### config.mk
export PLATFORM = sky130hd
export DESIGN_NAME = serial_adder_ctrl
export DESIGN_NICKNAME = d
export VERILOG_FILES = /design/src/rtl/serial_adder_pkg.sv /design/src/rtl/fa_bit.sv /design/src/rtl/serial_adder_ctrl.sv
export SDC_FILE = /design/constraint.sdc
export NUM_CORES = 1
export LEC_CHECK = 0
export BUFFER_PORTS_ARGS = -buffer_cell sky130_fd_sc_hd__buf_2
export CORE_ASPECT_RATIO = 1.25
export CORE_UTILIZATION = 38
export CTS_CLUSTER_SIZE = 24
export DETAILED_ROUTE_END_ITERATION = 8
export GPL_TIMING_DRIVEN = 0
export SYNTH_ARGS = -nofsm -noshare
export SYNTH_HDL_FRONTEND = slang
export SYNTH_SLANG_ARGS = --single-unit
### constraint.sdc
create_clock -name clk -period 3 [get_ports clk]
set_input_delay 0.6 -clock clk [delete_from_list [all_inputs] [get_ports clk]]
set_output_delay 0.6 -clock clk [all_outputs]
set_load 0.005 [all_outputs]
### src/rtl/serial_adder_pkg.sv
// Shared definitions for the bit-serial adder: FSM state encoding and counter sizing.
package serial_adder_pkg;

  localparam logic [1:0] S_IDLE = 2'd0;
  localparam logic [1:0] S_RUN  = 2'd1;
  localparam logic [1:0] S_DONE = 2'd2;

  // Bit counter must be able to hold WIDTH after the final increment.
  function automatic int cnt_width(input int width);
    return (width < 1) ? 1 : $clog2(width + 1);
  endfunction

endpackage

### src/rtl/fa_bit.sv
// One-bit dataflow full adder; the only arithmetic cell used by the serial adder.
module fa_bit (
  input  logic a,
  input  logic b,
  input  logic cin,
  output logic sum,
  output logic carry
);

  assign sum   = a ^ b ^ cin;
  assign carry = (a & b) | (cin & (a ^ b));

endmodule

### src/rtl/serial_adder_ctrl.sv
// Bit-serial adder: one full-adder cell processes the operands LSB-first, one bit per clock,
// framed by a start/busy/done handshake. {cout,sum} = a + b + cin.
module serial_adder_ctrl
  import serial_adder_pkg::*;
#(
  parameter int WIDTH = 8
) (
  input  logic             clk,
  input  logic             rst_n,
  input  logic             start,
  input  logic [WIDTH-1:0] a,
  input  logic [WIDTH-1:0] b,
  input  logic             cin,
  output logic             busy,
  output logic             done,
  output logic [WIDTH-1:0] sum,
  output logic             cout
);

  localparam int               CNT_W = cnt_width(WIDTH);
  localparam logic [CNT_W-1:0] LAST  = CNT_W'(WIDTH - 1);

  logic [1:0]       r_state;
  logic [WIDTH-1:0] r_a_sh;
  logic [WIDTH-1:0] r_b_sh;
  logic [WIDTH-1:0] r_acc;
  logic             r_carry;
  logic [CNT_W-1:0] r_cnt;
  logic             r_busy;
  logic             r_done;
  logic [WIDTH-1:0] r_sum;
  logic             r_cout;

  logic             w_s;
  logic             w_co;
  logic             w_last;
  logic [WIDTH-1:0] w_acc_shift;
  logic [1:0]       w_state_nxt;
  logic             w_unused_acc0;

  fa_bit u_fa (
    .a     (r_a_sh[0]),
    .b     (r_b_sh[0]),
    .cin   (r_carry),
    .sum   (w_s),
    .carry (w_co)
  );

  assign w_last = (r_cnt == LAST);

  // New sum bit enters at the MSB; after WIDTH shifts bit 0 of the result sits at acc[0].
  if (WIDTH == 1) begin : g_acc_w1
    assign w_acc_shift = w_s;
  end else begin : g_acc_wn
    assign w_acc_shift = {w_s, r_acc[WIDTH-1:1]};
  end

  assign w_unused_acc0 = r_acc[0];

  always_comb begin
    w_state_nxt = S_IDLE;
    case (r_state)
      S_IDLE:  w_state_nxt = start  ? S_RUN  : S_IDLE;
      S_RUN:   w_state_nxt = w_last ? S_DONE : S_RUN;
      S_DONE:  w_state_nxt = S_IDLE;
      default: w_state_nxt = S_IDLE;
    endcase
  end

  always_ff @(posedge clk) begin
    if (!rst_n) begin
      r_state <= S_IDLE;
      r_a_sh  <= '0;
      r_b_sh  <= '0;
      r_acc   <= '0;
      r_carry <= 1'b0;
      r_cnt   <= '0;
      r_busy  <= 1'b0;
      r_done  <= 1'b0;
      r_sum   <= '0;
      r_cout  <= 1'b0;
    end else begin
      r_state <= w_state_nxt;
      case (r_state)
        S_IDLE: begin
          if (start) begin
            r_a_sh  <= a;
            r_b_sh  <= b;
            r_carry <= cin;
            r_cnt   <= '0;
            r_busy  <= 1'b1;
          end
        end
        S_RUN: begin
          r_a_sh  <= r_a_sh >> 1;
          r_b_sh  <= r_b_sh >> 1;
          r_acc   <= w_acc_shift;
          r_carry <= w_co;
          r_cnt   <= r_cnt + CNT_W'(1);
          if (w_last) begin
            r_sum  <= w_acc_shift;
            r_cout <= w_co;
            r_done <= 1'b1;
          end
        end
        S_DONE: begin
          r_done <= 1'b0;
          r_busy <= 1'b0;
        end
        default: begin
          r_done <= 1'b0;
          r_busy <= 1'b0;
        end
      endcase
    end
  end

  assign busy = r_busy;
  assign done = r_done;
  assign sum  = r_sum;
  assign cout = r_cout;

endmodule

; Word level (Yosys, flattened, before mapping)
; Index checks and enable logic that the tools add are counted.
; Widths: inputs -> output; s select.
[word_totals]
regBits = 42
output_inout_bits = 11
input_bits = 20
[op_classes]
n_addsub = 1
bitwise_logic = 7
n_reduce_logical = 6
eq_ne = 4
mux = 15
[ops]
columns = op, count
row1 = $pmux 8 s2, 2
row2 = $mux 8, 2
row3 = $pmux 4 s2, 1
row4 = $reduce_and 2->1, 4
row5 = $pmux 1 s2, 3
row6 = $add 4x1->4 const B, 1
row7 = $eq 4x3->1 const B, 1
row8 = $mux 1, 4
row9 = $mux 4, 1
row10 = $ne 2x2->1 const B, 2
row11 = $pmux 2 s2, 1
row12 = $and 1x1->1, 2
row13 = $eq 2x1->1 const B, 1
row14 = $logic_not 2->1, 1
row15 = $mux 2, 1
row16 = $not 1->1, 2
row17 = $reduce_bool 2->1, 1
row18 = $xor 1x1->1, 2
row19 = $or 1x1->1, 1

; Longest topological paths before layout
[depth]
ltp_word = 4
ltp_mapped = 5
ltp_nobuf = 4

; By module
; Synthesis repeated with hierarchy kept, for this count alone.
[hier_totals]
cells_unflattened = 195
area_unflattened_um2 = 1774.2
[modules_own_cells]
columns = module, instances, area_per_inst_um2, cells_each
row1 = serial_adder_ctrl, 1, 1754.2, 194
row2 = fa_bit, 1, 20.0, 1

; Worst setup path before layout
; OpenSTA, ideal clock, no wires.
[synth_path]
kind = input to register
from = input port start
to = register r_b_sh[2]
n_path_buf = 2
setup_time_ns = 0.119
slack_ns = 1.546
arrival_time_ns = 1.335
required_ns = 2.881
cell_stages = 5
path_cell_list = buf_2 nand2b_1 buf_2 a2bb2oi_1 o221a_2
[synth_between]
elab_chain_cells = 2
[synth_rtl]
columns = element, line
row1 = start: declaration, serial_adder_ctrl.sv:10  ; input logic start,
row2 = $ne 2x2->1 (no source line), n/a
row3 = $reduce_and 2->1 (no source line), n/a
row4 = end signal: assignment, serial_adder_ctrl.sv:96  ; r_b_sh <= r_b_sh >> 1;
row5 = end: declaration, serial_adder_ctrl.sv:25  ; logic [WIDTH-1:0] r_b_sh;
; No other way between the ends.
; A chain may end at the register's enable or synchronous reset.

; Worst setup path in the final report
[layout_path]
from = register r_cnt[0]
to = register r_sum[5], in the netlist sum[5]
[layout_between]
elab_chain_cells = 2
[layout_rtl]
columns = element, line
row1 = start: declaration, serial_adder_ctrl.sv:28  ; logic [CNT_W-1:0] r_cnt;
row2 = start signal: assignment, serial_adder_ctrl.sv:99  ; r_cnt <= r_cnt + CNT_W'(1);
row3 = $eq 4x3->1, serial_adder_ctrl.sv:49  ; assign w_last = (r_cnt == LAST);
row4 = $reduce_and 2->1 (no source line), n/a
row5 = end signal: assignment, serial_adder_ctrl.sv:101  ; r_sum <= w_acc_shift;
row6 = end: declaration, serial_adder_ctrl.sv:31  ; logic [WIDTH-1:0] r_sum;
; No other way between the ends.

==> impl_metrics.py <==
metrics = {
    "worst_setup_path": {
        "crit_type": "register to register",
        "required_ns": 3.22,
        "worstPathArrival_ns": 1.68,
        "cp-end-kind": "register",
        "cp-start-kind": "register",
        "crit_fanout": 10,
    },
    "final_layout": {
        "final_cell_area_sq_um": 2060,
        "final_nets": 246,
        "n_antenna_cell": 0,
        "area_growth_pct": 20.4,
        "drive_above_1_share": 0.244,
    },
    "route": {
        "antenna_left": 0,
        "drc": 0,
        "vias": 1416,
        "vias_per_cell": 5.04,
        "firstDrtPassIters": 4,
        "drt-initial-drc-count": 38,
        "drt_wl_total_um": 3540,
        "wl_per_cell_um": 12.6,
    },
    "floorplanning": {
        "core_area_sq_um": 4200,
        "die_w_um": 62.0,
        "pin_count": 31,
        "fp.dieH_um": 77.0,
        "dieArea_sq_um": 4770,
        "fp-row-count": 26,
        "initial_core_util": 0.407,
    },
    "global_route": {
        "grt_start_max_net_pins": 14,
        "grt-ovfl-total": 0,
        "grt_pass1_wl_um": 5830,
        "grt_pass1_vias": 1244,
        "grt_antenna_before_repair": 0,
        "grt.total_usage": 0.165,
    },
    "flow_run": {
        "cap_viol_max_count": 0,
    },
    "power": {
        "p_leak_nw": 0.841,
        "combPwrFrac": 0.096,
        "power_frac_seq": 0.476,
        "switching_share": 0.221,
        "clkPwrFrac": 0.427,
        "irDropWorstVdd_v": 0.000241,
        "powerDensity_nw_per_um2": 596,
        "p_sw_mw": 0.271,
        "internal_power_mw": 0.955,
    },
    "min_path": {
        "hold_class": "register to register",
    },
    "clocking": {
        "cts_tree": "yes",
        "insertion_delay_ns": 0.29,
        "clock-sinks": 41,
        "numCtsBuffers": 5,
        "cts_max_path_buffers": 2,
        "clkTransAtPathRegs_ns": 0.08,
        "ctsResizeCount": 0,
        "ctsHoldBuffers": 0,
        "cts-root-buf": "clkbuf_8",
        "post_cts_buffers": 0,
        "cts_max_level": 2,
    },
    "synthesis": {
        "synthesis.nets": 210,
        "yosysWarnings": 0,
        "synth_top_area_frac": 0.481,
        "yosys_most_used_dff": "dfxtp_1",
        "syn_area_sq_um": 1710,
        "post-synth-top-area-cell": "dfxtp_1",
        "synth-seq-cells": 41,
        "synth_area_per_cell_sq_um": 9.08,
        "synthTopCellsByArea": "dfxtp_1 (48%), nand2_1 (7.5%), o221a_2 (5.9%)",
        "synth_edf_count": 0,
        "async_flop_share": 0,
        "ys_types": 33,
        "ys_seq_area_frac": 0.481,
        "syn_inst": 188,
    },
    "timing": {
        "min_period_ns": 1.45,
        "slew_headroom": 0.685,
        "hold_viol_final": 0,
        "fin_tns_setup_ns": 0,
        "finalSetupViolCount": 0,
        "grt_setup_unrepaired": "no",
        "final_max_slew_viol_count": 0,
        "skew_ns": 0.00585,
        "worst_slack_ns": 1.55,
        "fmax_ghz": 0.689,
        "finalCritPeriodShare": 0.484,
        "worst_slew_pin_slew_ns": 0.472,
    },
    "place": {
        "dp_hpwl_um": 2520,
        "pre_cts_slack_ns": 1.45,
        "portBuffers": 29,
        "placed_area_sq_um": 1920,
        "gp_congestion": 0.709,
    },
    "status": {
        "status": "finished clean",
    },
}
-- sequential cells by signal, indices dropped and copies added, names as in the netlist --
register,cells
r_cnt,4
r_carry,1
sum,8
r_b_sh,8
cout,1
r_acc,7
r_state,2
r_a_sh,8
busy,1
done,1
-- worst max-delay path: stages (launching register included) --
cell and delay (ns):
dfxtp_1 0.38, ha_1 0.21, and4b_1 0.25, and2_1 0.14
buf_4 0.19, mux2i_1 0.22
-- final timing paths --
| path | startpoint | end | slack, ns | cells after the start |
|---|---|---|---|---|
| max | r_cnt[0] | sum[5] | 1.55 | 5 |
| min | busy | busy | 0.45 | 2 |
| max reg2reg | r_cnt[0] | sum[5] | 1.55 | 5 |
| min reg2reg | busy | busy | 0.45 | 2 |
-- metal layers --
metal / up-vias / wire, um / GRT usage / part of all wire
met5: - / 0 / 0 / 0
met4: 0 / 53 / 0.0533 / 0.015
met3: 5 / 115 / 0.0455 / 0.032
met2: 18 / 1630 / 0.248 / 0.46
met1: 669 / 1740 / 0.224 / 0.49
li1: 724 / - / - / -
-- through the flow --
step                total power [mW]   util  std cells  hold slack [ns]
finish                          1.23  0.490        281            0.448
global route                    1.28  0.490        281            0.480
CTS                             1.24  0.490        281            0.448
detailed placement             0.716  0.458        273            0.435
global placement               0.715  0.458        273            0.434
floorplan                      0.678      -        188            0.437
-- cell usage in the layout (no fill, tap or decap), types with 2 or more instances in the layout --
| cell type | synthesis | layout |
|---|---|---|
| nor2b_1 | 8 | 8 |
| clkbuf_1 | 5 | 5 |
| o221a_2 | 9 | 9 |
| and2_1 | 2 | 2 |
| buf_4 | 2 | 2 |
| nand3_1 | 2 | 2 |
| dfxtp_1 | 41 | 41 |
| a221oi_1 | 6 | 6 |
| buf_2 | 4 | 33 |
| mux2i_1 | 10 | 10 |
| a21oi_1 | 13 | 13 |
| inv_1 | 10 | 10 |
| a2bb2oi_1 | 4 | 4 |
| clkbuf_8 | 0 | 5 |
| nand2b_1 | 2 | 2 |
| nand2_1 | 34 | 34 |
| nor2_1 | 12 | 12 |
| o22ai_1 | 6 | 6 |
| bufinv_16 | 0 | 2 |
| a22oi_1 | 3 | 3 |
-- logic make-up (layout without fill, tap and decap cells) --
| group | count (synthesis) | count (layout) | share of synthesized area |
|---|---|---|---|
| adders and majority gates | 2 | 2 | 0.0190 |
| and+or+nand+nor | 65 | 65 | 0.171 |
| AOI/OAI and AO/OA | 45 | 45 | 0.204 |
| muxes | 10 | 10 | 0.0586 |
| buffers and inverters | 25 | 62 | 0.0667 |
| DFF | 41 | 41 | 0.481 |
-- cell usage after synthesis (all sizes together), types with 4 or more instances --
cell,number
nand2,34
o22ai,6
o221a,9
mux2i,10
a2bb2oi,4
buf,8
clkbuf,5
nor2b,8
dfxtp,41
a21oi,13
inv,11
a221oi,6
nor2,13
-- layout make-up --
type	count	area (sq um)
timing repair buffer	29	145
clock buffer	5	68.8
sequential	41	821
tap	56	70.1
fill	425	2140
buffer	13	68.8
inverter	12	45.0
clock inverter	3	65.1
multi-input combinational	122	773
-- power by group through the flow --
stage	registers [mW]	logic, mW	clock network (mW)
after detailed placement	0.597	0.118	0
final	0.585	0.118	0.524
after global placement	0.597	0.118	0
after floorplan	0.593	0.0848	0
after CTS	0.585	0.119	0.538
after global routing	0.588	0.131	0.557
Power figures use the tool's default switching activity.
